<file path="src/rtl/rv32v_types_pkg.sv">
// rv32v_types_pkg: shared vector-unit types and sizing for the uop retire slice
package rv32v_types_pkg;

    localparam int VLANE_COUNT = 4;
    localparam int ELEM_W      = 8;
    localparam int LANE_IW     = $clog2(VLANE_COUNT);

    typedef enum logic [1:0] {
        RET_IDLE    = 2'd0,
        RET_COLLECT = 2'd1,
        RET_DONE    = 2'd2
    } retire_state_t;

endpackage

</file>
<file path="src/rtl/rv32v_lane_prio_enc.sv">
// rv32v_lane_prio_enc: lowest-set-bit encoder over the lane mask (index + any)
import rv32v_types_pkg::*;

module rv32v_lane_prio_enc (
    input  logic [VLANE_COUNT-1:0] vec,
    output logic [LANE_IW-1:0]     idx,
    output logic                   any
);

    assign any = |vec;

    // scan from the top so the lowest set lane wins
    always_comb begin
        idx = '0;
        for (int i = VLANE_COUNT - 1; i >= 0; i--)
            if (vec[i]) idx = LANE_IW'(i);
    end

endmodule

</file>
<file path="src/rtl/rv32v_uop_retire.sv">
// rv32v_uop_retire: in-order vector uop retirement, element count, first fault, completion handshake; optional RV32V_UOP_SEQ_CHECK_EN
import rv32v_types_pkg::*;

module rv32v_uop_retire (
    input  logic                   CLK,
    input  logic                   nRST,
    input  logic                   flush,
    input  logic                   uop_valid,
    output logic                   uop_ready,
    input  logic [ELEM_W-1:0]      uop_num,
    input  logic                   uop_last,
    input  logic [VLANE_COUNT-1:0] lane_active,
    input  logic [VLANE_COUNT-1:0] lane_exc,
    output logic                   done,
    input  logic                   done_ack,
    output logic [ELEM_W-1:0]      elem_count,
    output logic                   exc,
    output logic [ELEM_W-1:0]      exc_index
`ifdef RV32V_UOP_SEQ_CHECK_EN
    ,
    output logic                   seq_err
`endif
);

    retire_state_t        state_q;
    logic                 accept;
    logic                 first;
    logic                 fany;
    logic [LANE_IW-1:0]   fidx;
    logic [ELEM_W-1:0]    pop;
    logic [ELEM_W-1:0]    fault_idx;

    assign uop_ready = (state_q != RET_DONE);
    assign done      = (state_q == RET_DONE);
    assign first     = (state_q == RET_IDLE);
    assign accept    = uop_valid && uop_ready && !flush;
    assign fault_idx = (uop_num * ELEM_W'(VLANE_COUNT)) + ELEM_W'(fidx);

    rv32v_lane_prio_enc u_prio (
        .vec (lane_exc & lane_active),
        .idx (fidx),
        .any (fany)
    );

    // number of active lanes in the presented uop
    always_comb begin
        pop = '0;
        for (int i = 0; i < VLANE_COUNT; i++)
            pop = pop + ELEM_W'(lane_active[i]);
    end

    // retire FSM with element counter and first-fault capture
    always_ff @(posedge CLK or negedge nRST) begin
        if (!nRST) begin
            state_q    <= RET_IDLE;
            elem_count <= '0;
            exc        <= 1'b0;
            exc_index  <= '0;
        end else if (flush) begin
            state_q    <= RET_IDLE;
            elem_count <= '0;
            exc        <= 1'b0;
            exc_index  <= '0;
        end else if (state_q == RET_DONE) begin
            if (done_ack) state_q <= RET_IDLE;
        end else if (accept) begin
            state_q    <= uop_last ? RET_DONE : RET_COLLECT;
            elem_count <= first ? pop : elem_count + pop;
            if (first) begin
                exc       <= fany;
                exc_index <= fany ? fault_idx : '0;
            end else if (fany && !exc) begin
                exc       <= 1'b1;
                exc_index <= fault_idx;
            end
        end
    end

`ifdef RV32V_UOP_SEQ_CHECK_EN
    logic [ELEM_W-1:0] exp_q;
    logic [ELEM_W-1:0] exp_now;

    assign exp_now = first ? '0 : exp_q;

    // expected uop index tracker; seq_err is sticky until reset, flush does not clear it
    always_ff @(posedge CLK or negedge nRST) begin
        if (!nRST) begin
            exp_q   <= '0;
            seq_err <= 1'b0;
        end else if (accept) begin
            exp_q <= exp_now + 1'b1;
            if (uop_num != exp_now) seq_err <= 1'b1;
        end
    end
`endif

endmodule

</file>
<file path="config.mk">
export PLATFORM = sky130hd
export DESIGN_NAME = rv32v_uop_retire
export DESIGN_NICKNAME = d
export VERILOG_FILES = /design/src/rtl/rv32v_types_pkg.sv /design/src/rtl/rv32v_lane_prio_enc.sv /design/src/rtl/rv32v_uop_retire.sv
export SDC_FILE = /design/constraint.sdc
export NUM_CORES = 1
export LEC_CHECK = 0
export BUFFER_PORTS_ARGS = -buffer_cell sky130_fd_sc_hd__buf_4
export CAP_MARGIN = 20
export CORE_UTILIZATION = 35
export CTS_BUF_LIST = sky130_fd_sc_hd__clkbuf_8
export DETAILED_ROUTE_END_ITERATION = 12
export SLEW_MARGIN = 10
export SYNTH_ARGS = -nofsm -noshare
export SYNTH_HDL_FRONTEND = slang
export SYNTH_SLANG_ARGS = --single-unit
</file>
<file path="constraint.sdc">
create_clock -name CLK -period 2.35 [get_ports CLK]
set_input_delay 0.3525 -clock CLK [delete_from_list [all_inputs] [get_ports CLK]]
set_output_delay 0.3525 -clock CLK [all_outputs]
set_load 0.02 [all_outputs]
</file>
==> results.yml <==
logic_synthesis:
  synth_nets: 148
  yosysTopAreaCell: "dfrtp_1"
  syn_area_um2: 1160
  synth_enable_flop_cells: 0
  yosysSeqAreaShare_pct: 41.1
  synth_xor_area_share_pct: 1.51
  synth_area_leaders: "dfrtp_1 41%, ha_1 5.4%, mux2i_1 5.2%"
  synth_compound_area_share_pct: 20.0
  synth_warnings: 0
  synth_top_family_by_area: "compound AO/OA/AOI/OAI gates"
  synthSimpleGateAreaFrac_pct: 15.9
  synth_top_area_share_pct: 41.1
  syn_inst: 119
  synth_cell_types: 40
  syn_area_per_cell_um2: 9.73
  synth-adder-area-share_pct: 8.86
  ys_ff_latch: 19
  ys.flop_type: "dfrtp_1"
  synth-async-reset-ratio_pct: 100
  synth.area.mux_share_pct: 7.14
detailed_routing:
  first_pass_iters: 4
  wl_per_cell_um: 13.7
  ant_nets: 0
  wl_um: 2920
  vias_per_cell: 5.14
  drt-initial-drc-count: 32
  drc: 0
  via_count: 1094
status:
  violations: "negative setup slack"
  status: "complete, but fails checks"
place:
  dpl_cell_area_um2: 1560
  port_buffers: 38
  place_congestion: 0.711
  hpwl_um: 2150
hold_path:
  hp-start: "done_ack"
  hp-class: "in2reg"
timing:
  drv_slew: 0
  setup_viol: 6
  fin_skew_ns: 0.00219
  fin_crit_sh_pct: 107
  max_clock_freq_ghz: 0.399
  hold_ws_ns: 0.281
  setup_ws_ns: -0.155
  rsz0062_at_grt: "yes"
  relSlewSlack_pct: 55.6
  worst_slew_pin_slew_ns: 0.663
  timing_hold_violations_final: 0
  min_period_ns: 2.51
global_routing:
  grt_pass1_wl_um: 4750
  grt_pass1_vias: 1100
  antenna_found_initial: 0
  overflow: 0
  grt_usage_pct: 17.8
  grt_start_max_net_pins: 20
finish:
  area_growth_pct: 47.5
  fin_nets: 199
  layout_commonest_cell: "buf_4"
  finalInstanceArea_um2: 1710
  final_cell_mix: "44 x buf_4, 19 x dfrtp_1, 13 x nand2_1"
  layout-drive-gt1-share_pct: 40.2
  antennaDiodeCount: 0
cts:
  insertion_delay_ns: 0.26
  cts.sinks: 19
  cts-htree-levels: 1
  cts_buffers: 3
  clkTransAtPathRegs_ns: 0.08
  root_buffer: "clkbuf_8"
  cts_tree: "built"
  cts_buffer_depth: 2
floorplanning:
  fp.dieArea_um2: 3540
  num_rows: 20
  die_x_um: 59.5
  die_h_um: 59.5
  core_area_um2: 3100
  io_pins: 41
  initial_core_util_pct: 37.3
flow_run:
  cap_violations: 0
setup_path:
  critPathLaunch: "lane_active[1]"
  crit_type: "in2reg"
  crit_chain: "buf_6 > fa_1 > ha_4 > ha_4 > inv_2 > fa_2 > nor2b_2 > o221ai_2 > or4_1 > a31oi_1"
  crit_arrival_ns: 2.69
  critPathSlowestCell: "fa_1"
  timing.rr.start: "elem_count[0]"
  start_kind: "primary input"
  worst-path-buf-inv: 2
  endpoint_kind: "flop"
  path_delay_family: "adder cells"
  cp_max_fo: 3
  slowest_delay_ns: 0.52
  required_ns: 2.54
  crit_path_frequent_cell: "ha_4"
power_and_ir_drop:
  intPower_uw: 625
  ir_drop_mv: 0.379
  p_clk_share_pct: 25.7
  power_frac_comb_pct: 33.7
  p_switching_uw: 298
  powerDensity_nw_per_um2: 541
  sequentialPowerShare_pct: 40.7
  leakagePower_nw: 0.776
  switching_share_pct: 32.3
## synthesized netlist by cell type, types with 2 or more instances
cell / instances
a31oi_1: 2
o21ai_0: 4
a21oi_1: 6
fa_1: 2
a21boi_1: 2
or4_1: 3
ha_1: 5
inv_1: 13
a211oi_1: 2
a22oi_1: 2
o31ai_1: 2
nor3b_1: 3
o21a_1: 2
nor2b_1: 2
nand2_1: 13
mux2i_1: 6
nor2_1: 5
a2111oi_0: 2
o311ai_0: 2
mux2_2: 2
nor3_1: 2
dfrtp_1: 19
## power by group through the flow
stage          registers [mW]  logic [mW]  clock network (mW)
6_report                0.376       0.311               0.237
5_1_grt                 0.380       0.347               0.257
4_1_cts                 0.375       0.297               0.244
3_5_place_dp            0.380       0.279                   0
3_3_place_gp            0.379       0.268                   0
2_1_floorplan           0.403       0.137                   0
## area by class of cell
type	count	area, um2
flip-flops and latches	19	475
multi-input cells	85	704
well taps	44	55.1
clock inverters	1	7.51
repair buffers	48	374
clock buffers	3	41.3
inverters	13	48.8
fillers	306	1400
## routing by layer
layer	part of all wire, %	wire (um)	vias up	global-route usage [%]
li1	-	-	531	-
met1	44	1280	532	22.7
met2	50	1460	29	30.2
met3	5.3	156	2	4.80
met4	0.65	19	0	3.99
met5	0	0	-	0
## final timing paths
kind,endpoint,slack [ns],depth (start not counted)
min,state_q[1],0.28,2
max,elem_count[6],-0.16,10
max reg2reg,elem_count[6],0.45,7
min in group asynchronous,elem_count[1],0.51,2
max in group asynchronous,state_q[1],1.64,2
min reg2reg,exc_index[5],0.52,2
## cells by family after synthesis
kind of cell,count (synthesis)
AOI/OAI and AO/OA,33
and+or+nand+nor,35
xor gates and xnor gates,2
buffers and inverters,15
muxes,8
adders and majority gates,7
DFF,19
## stage by stage
step | power, mW | cells | setup WS [ns] | setup TNS, ns | utilization [%]
finish | 0.924 | 213 | -0.155 | -0.590 | 55.0
global route | 0.983 | 213 | -0.290 | -1.18 | 55.0
CTS | 0.916 | 210 | -0.116 | -0.162 | 53.5
detailed placement | 0.659 | 204 | -0.412 | -2.12 | 50.3
global placement | 0.647 | 204 | -0.367 | -1.83 | 50.3
floorplan | 0.540 | 119 | -0.204 | -0.546 | -
## flip-flops by register name, indices dropped and copies added (netlist names)
register    flops
elem_count      8
exc_index       8
state_q         2
exc             1
## timing repair
item | 4_1_cts | 5_1_grt
hold endpoints to repair | 19 | 0
buffers inserted | 1 | 3
pin swaps | 5 | 12
setup endpoints to repair | 5 | 5
hold buffers | 1 | 0
gates resized for setup | 6 | 7
cloned | 0 | 0
Power figures use the tool's default switching activity.
